$ cat src/rtl/dsi_pkt_pkg.sv
// Shared types, constants and helpers for the DSI receive packet parser.
package dsi_pkt_pkg;

    typedef enum logic [2:0] {
        StSync,
        StDi,
        StWc0,
        StWc1,
        StEcc,
        StPayload,
        StCrc0,
        StCrc1
    } state_e;

    localparam logic [15:0] CRC_INIT = 16'hFFFF;
    localparam logic [15:0] CRC_POLY = 16'h8408;

    localparam int unsigned NUM_LONG_DT = 10;
    localparam logic [5:0] LONG_DT [NUM_LONG_DT] = '{
        6'h09, 6'h19, 6'h29, 6'h39, 6'h0C, 6'h0D, 6'h0E, 6'h1E, 6'h2E, 6'h3E
    };

    function automatic logic is_long_dt(input logic [5:0] dt);
        logic hit;
        hit = 1'b0;
        for (int i = 0; i < NUM_LONG_DT; i++) begin
            if (dt == LONG_DT[i]) hit = 1'b1;
        end
        return hit;
    endfunction

    // Reflected CRC-16, byte consumed LSB first.
    function automatic logic [15:0] crc16_byte(input logic [15:0] crc, input logic [7:0] data);
        logic [15:0] c;
        logic        fb;
        c = crc;
        for (int i = 0; i < 8; i++) begin
            fb = c[0] ^ data[i];
            c  = c >> 1;
            if (fb) c = c ^ CRC_POLY;
        end
        return c;
    endfunction

endpackage

$ cat src/rtl/dsi_ecc_calc.sv
// DSI header ECC generator: 6-bit Hamming parity over {WC_MSB, WC_LSB, DI}, bit 0 = DI[0].
module dsi_ecc_calc (
    input  logic [23:0] hdr_i,
    output logic [7:0]  ecc_o
);

    logic [23:0] h;
    assign h = hdr_i;

    assign ecc_o[0] = ^{h[0], h[1], h[2], h[4], h[5], h[7], h[10], h[11], h[13], h[16],
                        h[20], h[21], h[22], h[23]};
    assign ecc_o[1] = ^{h[0], h[1], h[3], h[4], h[6], h[8], h[10], h[12], h[14], h[17],
                        h[20], h[21], h[22], h[23]};
    assign ecc_o[2] = ^{h[0], h[2], h[3], h[5], h[6], h[9], h[11], h[12], h[15], h[18],
                        h[20], h[21], h[22]};
    assign ecc_o[3] = ^{h[1], h[2], h[3], h[7], h[8], h[9], h[13], h[14], h[15], h[19],
                        h[20], h[21], h[23]};
    assign ecc_o[4] = ^{h[4], h[5], h[6], h[7], h[8], h[9], h[16], h[17], h[18], h[19],
                        h[20], h[22], h[23]};
    assign ecc_o[5] = ^{h[10], h[11], h[12], h[13], h[14], h[15], h[16], h[17], h[18], h[19],
                        h[21], h[22], h[23]};
    assign ecc_o[7:6] = 2'b00;

endmodule

$ cat src/rtl/dsi_depacketizer.sv
// Receive-side DSI packet parser: header/ECC check, payload streaming, CRC-16 check.
module dsi_depacketizer
    import dsi_pkt_pkg::*;
#(
    parameter int unsigned MAX_WC = 4096
) (
    input  logic        dsi_clk_i,
    input  logic        dsi_rst_n_i,
    input  logic        rx_valid_i,
    input  logic [7:0]  rx_data_i,
    input  logic        rx_sot_i,
    output logic        hdr_valid_o,
    output logic [7:0]  hdr_di_o,
    output logic [15:0] hdr_wc_o,
    output logic        hdr_long_o,
    output logic        ecc_err_o,
    output logic        pl_valid_o,
    output logic [7:0]  pl_data_o,
    output logic        pl_last_o,
    output logic        pkt_done_o,
    output logic        crc_err_o,
    output logic        len_err_o
);

    localparam logic [16:0] MaxWc = 17'(MAX_WC);

    state_e      state_q;
    logic [7:0]  di_q;
    logic [15:0] wc_q;
    logic [15:0] cnt_q;
    logic [15:0] crc_q;
    logic [7:0]  crc_lo_q;

    logic [7:0]  ecc_calc;
    logic        ecc_ok;
    logic        is_long;
    logic        too_long;

    dsi_ecc_calc u_ecc (
        .hdr_i (wc_q[15:0] == wc_q ? {wc_q, di_q} : 24'h0),
        .ecc_o (ecc_calc)
    );

    assign ecc_ok   = (ecc_calc == rx_data_i);
    assign is_long  = is_long_dt(di_q[5:0]);
    assign too_long = ({1'b0, wc_q} > MaxWc);

    always_ff @(posedge dsi_clk_i or negedge dsi_rst_n_i) begin
        if (!dsi_rst_n_i) begin
            state_q     <= StSync;
            di_q        <= '0;
            wc_q        <= '0;
            cnt_q       <= '0;
            crc_q       <= CRC_INIT;
            crc_lo_q    <= '0;
            hdr_valid_o <= 1'b0;
            hdr_di_o    <= '0;
            hdr_wc_o    <= '0;
            hdr_long_o  <= 1'b0;
            ecc_err_o   <= 1'b0;
            pl_valid_o  <= 1'b0;
            pl_data_o   <= '0;
            pl_last_o   <= 1'b0;
            pkt_done_o  <= 1'b0;
            crc_err_o   <= 1'b0;
            len_err_o   <= 1'b0;
        end else begin
            hdr_valid_o <= 1'b0;
            pl_valid_o  <= 1'b0;
            pl_last_o   <= 1'b0;
            pkt_done_o  <= 1'b0;
            if (rx_valid_i) begin
                // A start-of-transmission byte always begins a fresh packet.
                if (rx_sot_i || state_q == StDi) begin
                    di_q    <= rx_data_i;
                    crc_q   <= CRC_INIT;
                    state_q <= StWc0;
                end else begin
                    case (state_q)
                        StSync: state_q <= StSync;
                        StWc0: begin
                            wc_q[7:0] <= rx_data_i;
                            state_q   <= StWc1;
                        end
                        StWc1: begin
                            wc_q[15:8] <= rx_data_i;
                            state_q    <= StEcc;
                        end
                        StEcc: begin
                            hdr_valid_o <= 1'b1;
                            hdr_di_o    <= di_q;
                            hdr_wc_o    <= wc_q;
                            hdr_long_o  <= is_long;
                            ecc_err_o   <= !ecc_ok;
                            cnt_q       <= wc_q;
                            if (!ecc_ok) begin
                                state_q <= StSync;
                            end else if (!is_long) begin
                                pkt_done_o <= 1'b1;
                                crc_err_o  <= 1'b0;
                                len_err_o  <= 1'b0;
                                state_q    <= StDi;
                            end else if (too_long) begin
                                pkt_done_o <= 1'b1;
                                crc_err_o  <= 1'b0;
                                len_err_o  <= 1'b1;
                                state_q    <= StSync;
                            end else if (wc_q == 16'd0) begin
                                state_q <= StCrc0;
                            end else begin
                                state_q <= StPayload;
                            end
                        end
                        StPayload: begin
                            pl_valid_o <= 1'b1;
                            pl_data_o  <= rx_data_i;
                            pl_last_o  <= (cnt_q == 16'd1);
                            crc_q      <= crc16_byte(crc_q, rx_data_i);
                            cnt_q      <= cnt_q - 16'd1;
                            if (cnt_q == 16'd1) state_q <= StCrc0;
                        end
                        StCrc0: begin
                            crc_lo_q <= rx_data_i;
                            state_q  <= StCrc1;
                        end
                        StCrc1: begin
                            pkt_done_o <= 1'b1;
                            crc_err_o  <= ({rx_data_i, crc_lo_q} != crc_q);
                            len_err_o  <= 1'b0;
                            state_q    <= StDi;
                        end
                        default: state_q <= StSync;
                    endcase
                end
            end
        end
    end

endmodule

$ cat config.mk
export PLATFORM = sky130hd
export DESIGN_NAME = dsi_depacketizer
export DESIGN_NICKNAME = d
export VERILOG_FILES = /design/src/rtl/dsi_pkt_pkg.sv /design/src/rtl/dsi_ecc_calc.sv /design/src/rtl/dsi_depacketizer.sv
export SDC_FILE = /design/constraint.sdc
export NUM_CORES = 1
export LEC_CHECK = 0
export ABC_AREA = 1
export CORE_MARGIN = 2
export CORE_UTILIZATION = 50
export CTS_BUF_LIST = sky130_fd_sc_hd__clkbuf_8
export CTS_CLUSTER_DIAMETER = 60
export CTS_CLUSTER_SIZE = 20
export DETAILED_ROUTE_END_ITERATION = 8
export GPL_ROUTABILITY_DRIVEN = 1
export PLACE_DENSITY = 0.73
export RECOVER_POWER = 25
export SLEW_MARGIN = 25
export SYNTH_ARGS = -nofsm -noshare
export SYNTH_HDL_FRONTEND = slang
export SYNTH_SLANG_ARGS = --single-unit
export TNS_END_PERCENT = 30
$ cat constraint.sdc
create_clock -name dsi_clk_i -period 2.18 [get_ports dsi_clk_i]
set_clock_uncertainty 0.1 [all_clocks]
set_input_delay 0.436 -clock dsi_clk_i [delete_from_list [all_inputs] [get_ports dsi_clk_i]]
set_output_delay 0.436 -clock dsi_clk_i [all_outputs]
set_load 0.01 [all_outputs]
* Word-level counts from Yosys, hierarchy flattened
Cells that the tools add are included.
Word-level totals: memories 0, ROM bits 0, flip-flop bits (word level) 107, bits in latches 0, bits in writable memories 0
Cells by class: shift operators 0, $add $sub $neg 1, multipliers 0, $lt $le $gt $ge 1, bitwise logic cells 17, reduce and logical (&&, ||, !) cells 22, equal/unequal tests 23, div/mod/pow operators 0, muxes and demuxes 72
Operators by type and width (count):
- 16-bit two-way mux | 31
- 13-bit parity | 4
- 16-bit one-hot mux with 2 select lines | 1
- 1-bit two-way mux | 30
- 14-bit parity | 2
- 6-bit by 4-bit == test with 1-bit output (second input constant) | 4
- 6-bit == test (second input constant) | 4
- 2-bit inverter with 3-bit output | 8
- 3-bit one-hot mux with 6 select lines | 1
- 3-bit AND reduction | 6
- 16-bit by 1-bit == test with 1-bit output (second input constant) | 1
- 16-bit by 13-bit greater-than comparator with 1-bit output (second input constant) | 1
- 16-bit zero test | 1
- 16-bit inequality test | 1
- 16-bit by 1-bit subtractor with 16-bit output (second input constant) | 1
- 3-bit two-way mux | 5
- 3-bit == test (second input constant) | 4
- 6-bit by 5-bit == test with 1-bit output (second input constant) | 2
- 6-bit by 8-bit == test with 1-bit output | 1
- 1-bit bitwise XOR | 8
- 3-bit by 2-bit == test with 1-bit output (second input constant) | 2
- 3-bit inequality test (second input constant) | 2
- 1-bit one-hot mux with 2 select lines | 3
- 2-bit AND reduction | 3
- other kinds (8) | 10

* Depth between registers and ports, before layout
depth after elaboration 39, depth in mapped cells 22, mapped depth without buffers 22

* Modules after synthesis
Synthesis repeated with hierarchy kept, for this count alone.
Second synthesis, totals: cells, all modules 995, area, all modules 6628.9 sq um
Modules (own cells, without submodules):
- dsi_depacketizer | times used 1, cells an instance 674, sequential area each 2697.6 sq um, area each 5308.8 sq um
- dsi_ecc_calc | times used 1, cells an instance 321, sequential area each 0.0 sq um, area each 1320.0 sq um

* Least setup slack after synthesis
Ideal clock, no wire load.
kind reg-to-reg, start point reg wc_q[15], end point reg len_err_o, slack -0.033 ns, stages on the path, launching flop included 17, data required time 1.957 ns, arrival time 1.990 ns, setup time 0.123 ns, cell sequence dfrtp_1 -> inv_1 -> ha_1 -> xnor2_1 -> inv_1 -> nand2_1 -> nand2_1 -> nand2_1 -> nand2_1 -> nand2_1 -> nand2_1 -> nor2_1 -> nand2_1 -> o21ai_2 -> nand2_2 -> nand2_1 -> o21ai_1
On the way: word-level cells in the longest chain between the ends 4, elaborated cells on any way between the ends 10, those cells by class order compare (1); eq/ne (3); reduce/logical (6)
Ends and longest elaborated chain:
- start: declaration | RTL line dsi_depacketizer.sv:29 | logic [15:0] wc_q;
- start signal: assignment | RTL line dsi_depacketizer.sv:86 | wc_q[15:8] <= rx_data_i;
- parallel branches: the longest is 3 deep, another holds 16-bit by 13-bit greater-than comparator with 1-bit output
- 5-bit AND reduction (no line) (*)
- end signal: assignment | RTL line dsi_depacketizer.sv:66 | len_err_o <= 1'b0;
- end signal: assignment | RTL line dsi_depacketizer.sv:101 | len_err_o <= 1'b0;
- end signal: assignment | RTL line dsi_depacketizer.sv:106 | len_err_o <= 1'b1;
- end: declaration | RTL line dsi_depacketizer.sv:22 | output logic len_err_o
Every way passes the cells marked *. A chain may end at the register's enable or synchronous reset.

* Final worst setup path
Ends and elaborated chain as after synthesis.

==> run summary <==
The die footprint was 13600 um2. The logs give 0.291 for the relative contribution of sequential cells to total power and 0.953 for the global placement routability congestion. The logs give 0 for the initial antenna violation count and 0 for the residual overflow from global routing.

After clock tree synthesis, the clock-pin slew on the worst setup and hold paths is 0.10 ns. The worst hold path terminates at pl_data_o[2]. The final reports fail on negative setup slack. The clock net in this run drives a total of 107 sinks. For the final core area utilization, the log shows 0.632. The ratio of routed vias to standard cells was 5.04. TritonCTS built the clock tree.

The final instance area was 7910 um2; the vias after detailed routing was 5912. The tools report the proportion of power drawn by combinational gates as 0.598. For the H-tree depth reported by CTS, the log shows 3. The logs give 0 for the number of max-slew violations in the final report and 4 for the count of endpoints failing setup in the final report. The endpoint arrival time on the critical path is 2.48 ns. The floorplan step set the die width to 117 um.

The repair_antennas step left the layout with diodes totalling 0. In this run, synthesis inferred 0 flip-flops with an integrated enable. The first global-routing pass estimated 26.3 mm of wire. The multiplexer share of the synthesized area is 0.00355, and the hold path depth is 2. The run finished, with violations left. The headroom to the max-slew limit is 0.183, and the number of remaining DRC errors is 0. The synthesized netlist contains 37 unique library cells.

The post-synthesis share of cell area spent on full adders, half adders and majority gates came out at 0.0257. In the synthesized netlist the dominant register cell turns out to be sky130_fd_sc_hd__dfrtp_1. In this run the most critical hold path is launched from pl_data_o[2].

The post-synthesis compound-gate area fraction was 0.119; the share of cells above drive strength 1 was 0.166. The count of placed standard cells in the final layout, fillers left out is 1172. In this run the clock root is driven by a sky130_fd_sc_hd__clkbuf_8. For the sequential-to-total area share from yosys stat, the log shows 0.425. The internal power contribution is 6.58 mW, and the maximum fanout along the worst path is 5. The area growth from synthesis to layout is 24.7%. The synthesized net count came out at 905. In this run, placement finished with an instance count of 1152. The power density over the cells was 1530 nW/um2; the number of warnings printed during yosys synthesis was 0.

The pin count of the biggest net entering global routing came out at 58. The worst register-to-register path has a setup slack of -0.11 ns. The post-synth design cell area came out at 6340 um2. The kind of critical path was reg2reg. The iteration-0 DRC count of the detailed router is 389, and the final period utilization is 1.05. The nature of the critical path endpoint is a flip-flop. Across the run, the number of max-cap violations was 0.

The proportion of total power due to net switching was 0.454. The core area was 12500 um2; the average cell area after synthesis was 7.21 um2. At the pin with the least slew margin, the transition time is 1.23 ns.

Share of async-settable or async-resettable flops after synthesis: 1.00. Based on the critical path, the design can be clocked at up to 437 MHz. The pre-antenna-repair detailed-routing pass consisted of 6 iterations.

The clock passes through at most 2 buffers. Summed over all layers, the routed wires come to 16.3 mm. In this run the count of I/O pins placed on the die edge is 52. In this run the power spent charging and discharging nets is 5.48 mW. The source-to-sink clock delay at the later pin of the worst-skew pair was 0.40 ns; the footprint of the multi-input gates was 3250 um2. After synthesis, the largest family of logic cells by area is simple AND/OR/NAND/NOR gates. After filler insertion, the fill cell instance count of the layout stands at 1163.

The via count of the first global-routing pass was 5455; the half-perimeter wire length after placement was 12.5 mm. The type of element launching the critical path was a flip-flop. For the final routed database, the setup TNS stands at -0.222 ns. Placement-stage cell area: 7570 um2. For the effective utilization at floorplan, the log shows 0.507. The required arrival time at the worst endpoint was 2.37 ns. In this run the core area contains 41 standard-cell rows.

During placement, the flow inserted port buffers numbering 51. The tools report the power share of the clock group as 0.111. The worst path in the final design needs a cycle of 2.29 ns, including I/O delays and setup. The worst-case IR drop observed on VDD is 0.892 mV. Buffers inserted during clock tree synthesis total 9. The smallest setup slack after layout came out at -0.111 ns. In this run the static leakage power is 4.00 nW. In this run the critical register-to-register path is launched from wc_q[15]. The total track usage was 0.252; the vertical die dimension was 117 um. The XOR/XNOR share of the synthesized area was 0.0622. The post-synthesis simple-gate area fraction was 0.280; the cell count after synthesis was 880. Setup repair after global routing could not meet its margin everywhere.

The worst hold margin is 0.391 ns, and the wire length per cell is 13.9 um. Combined flip-flop and latch cell area: 2700 um2. The tools report the remaining antenna violation count as 0. The final net count was 1020. The number of synthesized register bits came out at 107.

The destination of the worst register-to-register timing path was len_err_o. The number of cells on the worst reg-to-reg path is 20. The worst hold-check path type is reg2reg. The number of failing hold endpoints at the final stage came out at 0.
## worst max-delay path, cell delays in order (launching register included)
cell                      delay, ns
sky130_fd_sc_hd__dfrtp_1       0.40
sky130_fd_sc_hd__inv_2         0.08
sky130_fd_sc_hd__ha_4          0.24
sky130_fd_sc_hd__inv_4         0.08
sky130_fd_sc_hd__nand2_4       0.05
sky130_fd_sc_hd__nand2_2       0.06
sky130_fd_sc_hd__nand2_2       0.05
sky130_fd_sc_hd__nand2_2       0.10
sky130_fd_sc_hd__inv_2         0.04
sky130_fd_sc_hd__nand2_2       0.08
sky130_fd_sc_hd__nand2_2       0.05
sky130_fd_sc_hd__nand2_2       0.08
sky130_fd_sc_hd__nand2_2       0.07
sky130_fd_sc_hd__nand2_2       0.07
sky130_fd_sc_hd__nand2_1       0.05
sky130_fd_sc_hd__nor2_1        0.11
sky130_fd_sc_hd__nand2_1       0.09
sky130_fd_sc_hd__o21ai_2       0.15
sky130_fd_sc_hd__nand2_2       0.10
sky130_fd_sc_hd__nand2_1       0.08
sky130_fd_sc_hd__o21ai_1       0.06
## cells by family (layout without fill, tap and decap cells)
group | Yosys count | in the layout
and+or+nand+nor | 438 | 438
AOI/OAI and AO/OA | 138 | 138
buffers and inverters | 137 | 257
DFF | 107 | 107
xor gates and xnor gates | 45 | 45
adders and majority gates | 13 | 13
muxes | 2 | 2
## sequential cells by signal (all words and copies together), names as in the netlist
| name | cells |
|---|---|
| wc_q | 16 |
| cnt_q | 16 |
| pl_last_o | 1 |
| hdr_long_o | 1 |
| hdr_valid_o | 1 |
| state_q | 3 |
| pl_valid_o | 1 |
| ecc_err_o | 1 |
| crc_err_o | 1 |
| di_q | 8 |
| pl_data_o | 8 |
| len_err_o | 1 |
| hdr_wc_o | 16 |
| crc_q | 16 |
| pkt_done_o | 1 |
| hdr_di_o | 8 |
| crc_lo_q | 8 |
## how the worst max path moves through the flow
stage	startpoint	endpoint	cells past startpoint
after floorplan	wc_q[13]	len_err_o	16
after global placement	wc_q[14]	len_err_o	20
after detailed placement	wc_q[14]	len_err_o	20
after CTS	wc_q[14]	len_err_o	20
after global routing	wc_q[15]	len_err_o	20
final	wc_q[15]	len_err_o	20
## Yosys cell counts, types with 3 or more instances
cell / number / area [um2]
sky130_fd_sc_hd__nand2_1: 275 / 1030
sky130_fd_sc_hd__inv_1: 103 / 387
sky130_fd_sc_hd__dfrtp_1: 91 / 2280
sky130_fd_sc_hd__nor2_1: 87 / 327
sky130_fd_sc_hd__o21ai_0: 61 / 305
sky130_fd_sc_hd__a21oi_1: 47 / 235
sky130_fd_sc_hd__nand3_1: 45 / 225
sky130_fd_sc_hd__xnor2_1: 26 / 228
sky130_fd_sc_hd__xor2_1: 19 / 166
sky130_fd_sc_hd__dfstp_2: 16 / 420
sky130_fd_sc_hd__clkbuf_1: 14 / 52.6
sky130_fd_sc_hd__ha_1: 13 / 163
sky130_fd_sc_hd__buf_2: 9 / 45.0
sky130_fd_sc_hd__a22oi_1: 8 / 60.1
sky130_fd_sc_hd__inv_2: 8 / 30.0
sky130_fd_sc_hd__nand4_1: 6 / 37.5
sky130_fd_sc_hd__nor3_1: 6 / 30.0
sky130_fd_sc_hd__a31oi_1: 5 / 31.3
sky130_fd_sc_hd__nand2_2: 5 / 31.3
sky130_fd_sc_hd__nor2_2: 5 / 31.3
sky130_fd_sc_hd__or2_2: 4 / 25.0
sky130_fd_sc_hd__a32oi_1: 3 / 26.3
sky130_fd_sc_hd__o211ai_1: 3 / 22.5
sky130_fd_sc_hd__o21ai_1: 3 / 15.0
sky130_fd_sc_hd__o22ai_1: 3 / 18.8
## placed cells by master (no fill, tap or decap), types with 5 or more instances in the layout
| cell | synthesis | routed |
|---|---|---|
| sky130_fd_sc_hd__clkbuf_8 | 0 | 9 |
| sky130_fd_sc_hd__o21ai_0 | 61 | 60 |
| sky130_fd_sc_hd__nand2_2 | 5 | 15 |
| sky130_fd_sc_hd__buf_4 | 2 | 74 |
| sky130_fd_sc_hd__clkdlybuf4s50_1 | 0 | 50 |
| sky130_fd_sc_hd__inv_1 | 103 | 96 |
| sky130_fd_sc_hd__nand4_1 | 6 | 6 |
| sky130_fd_sc_hd__nand3_1 | 45 | 41 |
| sky130_fd_sc_hd__xnor2_1 | 26 | 25 |
| sky130_fd_sc_hd__dfstp_2 | 16 | 16 |
| sky130_fd_sc_hd__nor3_1 | 6 | 5 |
| sky130_fd_sc_hd__a31oi_1 | 5 | 5 |
| sky130_fd_sc_hd__a21oi_1 | 47 | 47 |
| sky130_fd_sc_hd__nand3_2 | 1 | 5 |
| sky130_fd_sc_hd__nor2_1 | 87 | 87 |
| sky130_fd_sc_hd__nand2_1 | 275 | 263 |
| sky130_fd_sc_hd__a22oi_1 | 8 | 8 |
| sky130_fd_sc_hd__inv_2 | 8 | 15 |
| sky130_fd_sc_hd__xor2_1 | 19 | 19 |
| sky130_fd_sc_hd__ha_1 | 13 | 9 |
| sky130_fd_sc_hd__dfrtp_1 | 91 | 91 |
## routing by layer
layer | global-route usage | routed length, um | vias to the layer above | share of wire
li1 | - | - | 3016 | -
met1 | 0.338 | 7350 | 2717 | 0.45
met2 | 0.413 | 7740 | 151 | 0.47
met3 | 0.0436 | 737 | 28 | 0.045
met4 | 0.0910 | 461 | 0 | 0.028
met5 | 0 | 0 | - | 0
## area by class of cell
type / instances / share of cell area
well taps: 172 / 0.0272
clock buffers: 9 / 0.0157
flip-flops and latches: 107 / 0.341
clock inverters: 7 / 0.0119
repair buffers: 129 / 0.139
multi-input cells: 636 / 0.411
inverters: 112 / 0.0535
## power by group through the flow
stage               sequential, mW  clock (mW)  combinational [mW]
floorplan                     3.56           0                4.45
CTS                           3.49        1.38                6.86
global route                  3.62        1.44                8.15
global placement              3.51           0                6.64
finish                        3.51        1.34                7.21
detailed placement            3.53           0                6.77
## stage by stage
step | setup slack, ns | power [mW]
5_1_grt | -0.301 | 13.2
6_report | -0.111 | 12.1
4_1_cts | -0.0245 | 11.7
2_1_floorplan | 0.0278 | 8.01
3_3_place_gp | -0.0369 | 10.1
3_5_place_dp | -0.0772 | 10.3
## what timing repair did
action,4_1_cts,5_1_grt
pin swaps,3,17
gates resized for setup,7,27
hold buffers,1,0
hold endpoints to repair,91,0
setup endpoints to repair,4,11
setup buffers,1,2
(Power assumes the default switching activity.)
